`config.mk`:
```
export PLATFORM = sky130hd
export DESIGN_NAME = btn_reboot_ctrl
export DESIGN_NICKNAME = d
export VERILOG_FILES = /design/src/rtl/btn_reboot_ctrl.sv
export SDC_FILE = /design/constraint.sdc
export NUM_CORES = 1
export LEC_CHECK = 0
export CORE_UTILIZATION = 40
export DETAILED_ROUTE_END_ITERATION = 8
export PLACE_DENSITY_LB_ADDON = 0.05
export REMOVE_ABC_BUFFERS = 1
export SLEW_MARGIN = 20
export SYNTH_ARGS = -nofsm -noshare
export SYNTH_HDL_FRONTEND = slang
export SYNTH_SLANG_ARGS = --single-unit
```
`constraint.sdc`:
```
create_clock -name clk48 -period 3.8 [get_ports clk48]
set_input_delay 0.76 -clock clk48 [delete_from_list [all_inputs] [get_ports clk48]]
set_output_delay 0.76 -clock clk48 [all_outputs]
set_load 0.005 [all_outputs]
```
`src/rtl/btn_reboot_ctrl.sv`:
```
// btn_reboot_ctrl: synchronises and debounces the OrangeCrab user button and
// classifies presses. A short press produces a one-cycle pulse. A long press
// pulls rsn_n low for a fixed time while the button is still held, so the
// bootloader sees the button pressed when it restarts.
module btn_reboot_ctrl #(
    parameter int DEBOUNCE_CYCLES   = 480000,
    parameter int LONG_PRESS_CYCLES = 96000000,
    parameter int RESET_HOLD_CYCLES = 4800
) (
    input  logic clk48,
    input  logic rst,
    input  logic usr_btn,
    output logic btn_pressed,
    output logic short_press,
    output logic reboot_pending,
    output logic rsn_n
);

    localparam int DB_W     = $clog2(DEBOUNCE_CYCLES + 1);
    localparam int HOLD_MAX = (LONG_PRESS_CYCLES > RESET_HOLD_CYCLES) ?
                              LONG_PRESS_CYCLES : RESET_HOLD_CYCLES;
    localparam int HOLD_W   = $clog2(HOLD_MAX + 1);

    typedef enum logic [1:0] {IDLE, PRESSED, REBOOT, LOCKOUT} state_t;

    logic              sync1_q, btn_sync_q;
    logic              level_q, level_d;
    logic [DB_W-1:0]   db_cnt_q, db_cnt_d;
    state_t            state_q, state_d;
    logic [HOLD_W-1:0] hold_q, hold_d;
    logic              short_q, short_d;
    logic              pend_q, pend_d;
    logic              rsn_n_q, rsn_n_d;

    // Two-flop synchroniser for the asynchronous pad; resets to "released"
    always_ff @(posedge clk48 or posedge rst) begin
        if (rst) begin
            sync1_q    <= 1'b1;
            btn_sync_q <= 1'b1;
        end else begin
            sync1_q    <= usr_btn;
            btn_sync_q <= sync1_q;
        end
    end

    // Debounce: count consecutive disagreeing samples, toggle on the Nth one
    always_comb begin
        level_d  = level_q;
        db_cnt_d = '0;
        if (~btn_sync_q != level_q) begin
            if (db_cnt_q == DB_W'(DEBOUNCE_CYCLES - 1))
                level_d = ~level_q;
            else
                db_cnt_d = db_cnt_q + 1'b1;
        end
    end

    // Debounced level and its stability counter
    always_ff @(posedge clk48 or posedge rst) begin
        if (rst) begin
            level_q  <= 1'b0;
            db_cnt_q <= '0;
        end else begin
            level_q  <= level_d;
            db_cnt_q <= db_cnt_d;
        end
    end

    // FSM state and shared hold counter (press duration, then reboot pulse)
    always_ff @(posedge clk48 or posedge rst) begin
        if (rst) begin
            state_q <= IDLE;
            hold_q  <= '0;
        end else begin
            state_q <= state_d;
            hold_q  <= hold_d;
        end
    end

    // Next state. The long-press threshold fires on the edge where the hold
    // counter would step to LONG_PRESS_CYCLES-1, so a release already visible
    // on that edge still wins and yields a short press.
    always_comb begin
        state_d = state_q;
        hold_d  = '0;
        case (state_q)
            IDLE: begin
                // level is always low on entry to IDLE, so high here is a rise
                if (level_q) state_d = PRESSED;
            end
            PRESSED: begin
                if (!level_q)
                    state_d = IDLE;
                else if (hold_q == HOLD_W'(LONG_PRESS_CYCLES - 2))
                    state_d = REBOOT;
                else
                    hold_d = hold_q + 1'b1;
            end
            REBOOT: begin
                if (hold_q == HOLD_W'(RESET_HOLD_CYCLES - 1))
                    state_d = LOCKOUT;
                else
                    hold_d = hold_q + 1'b1;
            end
            LOCKOUT: begin
                if (!level_q) state_d = IDLE;
            end
            default: state_d = IDLE;
        endcase
    end

    // Output decode, computed from the transition so the registers line up
    // with the state they describe
    always_comb begin
        short_d = (state_q == PRESSED) && !level_q;
        rsn_n_d = (state_d != REBOOT);
        pend_d  = (state_d == REBOOT) || (state_d == LOCKOUT);
    end

    // Registered outputs; async reset releases rsn_n immediately
    always_ff @(posedge clk48 or posedge rst) begin
        if (rst) begin
            short_q <= 1'b0;
            pend_q  <= 1'b0;
            rsn_n_q <= 1'b1;
        end else begin
            short_q <= short_d;
            pend_q  <= pend_d;
            rsn_n_q <= rsn_n_d;
        end
    end

    assign btn_pressed    = level_q;
    assign short_press    = short_q;
    assign reboot_pending = pend_q;
    assign rsn_n          = rsn_n_q;

endmodule
```
==> impl_metrics.tcl <==
set metrics [dict create \
    setup_violations 0 \
    first_global_vias 1866 \
    leakage_uw 0.00119 \
    dp_hpwl_um 3410 \
    period_share_pct 65.2 \
    slowest_stage "o21ai_4" \
    synth_warnings 0 \
    die_h_um 84.0 \
    syn-instance-count 270 \
    drt_iter0_markers 43 \
    tritoncts "built" \
    ios 7 \
    crit_start "hold_q[17]$_DFF_PP0_" \
    vias_per_cell 5.10 \
    setup.worst_path.start_class "register" \
    cts_resized 0 \
    r2r_cells 5 \
    r2r-end "hold_q[2]$_DFF_PP0_" \
    power_density_nw_per_um2 332 \
    start_util_pct 41.9 \
    wl_per_cell_um 14.0 \
    die_w_um 84.0 \
    gr-total-overflow 0 \
    ff_latch_area_um2 1330 \
    antenna_found_initial 0 \
    synthXorXnorAreaFrac_pct 14.0 \
    cts.reportedPaths.clkPinSlew_ps 100 \
    drive_gt1_share_pct 7.47 \
    wirelength_um 5000 \
    slew-limit-headroom_pct 43.1 \
    synth_top_area_share_pct 46.5 \
    tns_ps 0 \
    critical_path.max_stage_delay_ps 670 \
    place_congestion 0.740 \
    synth_top_family_by_area "simple AND/OR/NAND/NOR gates" \
    finalHoldViolations 0 \
    netlist_top_cells_area "dfrtp_1 47%, nor2_1 8.2%, xor2_1 7.2%" \
    fmax_ghz 0.404 \
    timing.rr.start "hold_q[17]$_DFF_PP0_" \
    rsz0062_at_grt "false" \
    synth.avg_cell_area_um2 9.96 \
    area_growth_pct 9.35 \
    firstDrtPassIters 4 \
    vdd_ir_drop_max_mv 0.188 \
    drv_cap 0 \
    cts-root-buf "clkbuf_8" \
    syn_area_um2 2690 \
    numCtsBuffers 5 \
    n_fill_cell 621 \
    grt_first_pass_wirelength_um 9030 \
    path_class "reg2reg" \
    drv_slew 0 \
    multi_input_area_um2 1290 \
    synthAdderAreaFrac_pct 3.26 \
    drc 0 \
    skew_ps 8.48 \
    status "finished clean" \
    ys_seq_elements 53 \
    synth.distinct_cells 34 \
    postCtsSetupBuffers 0 \
    insertion_delay_ps 310 \
    rrSetupSlack_ps 1320 \
    cts_hold_buf 0 \
    fp-row-count 29 \
    htreeDepth 2 \
    nets 290 \
    cp-endpoint "hold_q[2]$_DFF_PP0_" \
    synth-edff-count 0 \
    synth_async_sr_flop_share_pct 100 \
    yosysSeqAreaShare_pct 49.4 \
    min_period_ps 2480 \
    crit_fanout 27 \
    die_area_um2 7060 \
    grt_max_degree 42 \
    hp-class "reg2reg" \
    final_cells 358 \
    n_antenna_cell 0 \
    synth-simple-area-share_pct 26.9 \
    required_ps 3960 \
    synth_mux_area_share_pct 0.372 \
    grt.total_usage_pct 16.0 \
    tightest_slew_ps 852 \
    cts.sinks 53 \
    worst_ep_arrival_time_ps 2640 \
    clock_path_buffers 2 \
    postRouteAntennaNets 0 \
    vias 1825 \
    dp.cells 350 \
    portBuffers 6 \
    worstSetupEndpointType "register" \
    core_region_area_um2 6420 \
    cp_cell_sequence "or4_4, nor4b_4, a31oi_2, o21ai_4, nor2_1" \
    yosysTopAreaCell "dfrtp_1" \
    synthFlopType "dfrtp_1" \
    synth_compound_area_share_pct 3.07 \
]
==> cell usage after synthesis, types with 3 or more instances <==
cell type	count
and3_1	6
nor4b_1	3
o21ai_0	3
xnor2_1	21
nor2_1	59
nand3_1	13
inv_1	11
nor4_1	5
dfrtp_1	50
nor3_1	6
dfstp_2	3
buf_2	3
nand4_1	13
and4_1	5
xor2_1	22
nand2_1	20
ha_1	7
==> area by class of cell <==
class | count | share of cell area [%]
clock buffer | 6 | 2.47
clock inverter | 2 | 1.32
inverter | 11 | 1.40
multi-input combinational | 201 | 43.8
sequential | 53 | 45.2
tap | 77 | 3.28
timing repair buffer | 8 | 2.55
==> how the worst min path moves through the flow <==
stage,slack [ps],depth (start not counted),end,startpoint
4_1_cts,360,0,btn_sync_q$_DFF_PP1_,sync1_q$_DFF_PP1_
6_report,360,0,btn_sync_q$_DFF_PP1_,sync1_q$_DFF_PP1_
3_5_place_dp,350,0,btn_sync_q$_DFF_PP1_,sync1_q$_DFF_PP1_
5_1_grt,370,0,btn_sync_q$_DFF_PP1_,sync1_q$_DFF_PP1_
3_3_place_gp,350,0,btn_sync_q$_DFF_PP1_,sync1_q$_DFF_PP1_
2_1_floorplan,350,0,btn_sync_q$_DFF_PP1_,sync1_q$_DFF_PP1_
==> sequential cells by signal, indices dropped and copies added, names as in the netlist <==
name	flops
state_q	1
reboot_pending	1
btn_pressed	1
db_cnt_q	19
hold_q	27
sync1_q	1
btn_sync_q	1
short_press	1
rsn_n	1
==> metrics by stage <==
step / power (uW) / hold slack (ps) / instance area (um^2) / setup slack (ps) / util [%]
floorplan: 596 / 345 / 2650 / 1730 / -
global placement: 606 / 351 / 2820 / 1360 / 44.0
detailed placement: 606 / 348 / 2820 / 1340 / 44.0
CTS: 998 / 363 / 2940 / 1330 / 45.7
global route: 1020 / 369 / 2940 / 1120 / 45.8
finish: 978 / 361 / 2940 / 1320 / 45.8
==> where the power goes <==
group	internal (uW)	switching [uW]
logic	6.21	16.5
registers	568	2.72
clock network	198	186
total	772	205
==> placed cells by master, fill, tap and decap left out, types with 6 or more instances in the layout <==
cell type,instances
nand2_1,20
nand4_1,13
nand3_1,13
xnor2_1,21
nor2_1,59
dfrtp_1,50
and3_1,6
clkdlybuf4s50_1,6
xor2_1,22
inv_1,10
ha_1,7
nor3_1,6
==> cells by family (layout without fill, tap and decap cells) <==
logic type	Yosys count	in the layout
buffers and inverters	16	27
XOR/XNOR	43	43
flip-flops	53	53
AO/OA/AOI/OAI	10	10
multiplexers	1	1
AND/OR/NAND/NOR	140	140
adder cells (fa/ha/maj)	7	7
==> critical path: cells and delay by family, from the launching register on <==
kind,cells,cell delay (ps)
simple gates,3,1020
compound gates,2,860
flops,1,440
==> layer usage <==
metal / vias up / GRT usage, % / part of all wire [%] / wire length [um]
met5: - / 0 / 0 / 0
met3: 6 / 2.97 / 1.7 / 84
met1: 873 / 22.4 / 52 / 2580
li1: 935 / - / - / -
met2: 11 / 25.0 / 45 / 2270
met4: 0 / 5.49 / 1.3 / 65
Power figures use the tool's default switching activity.
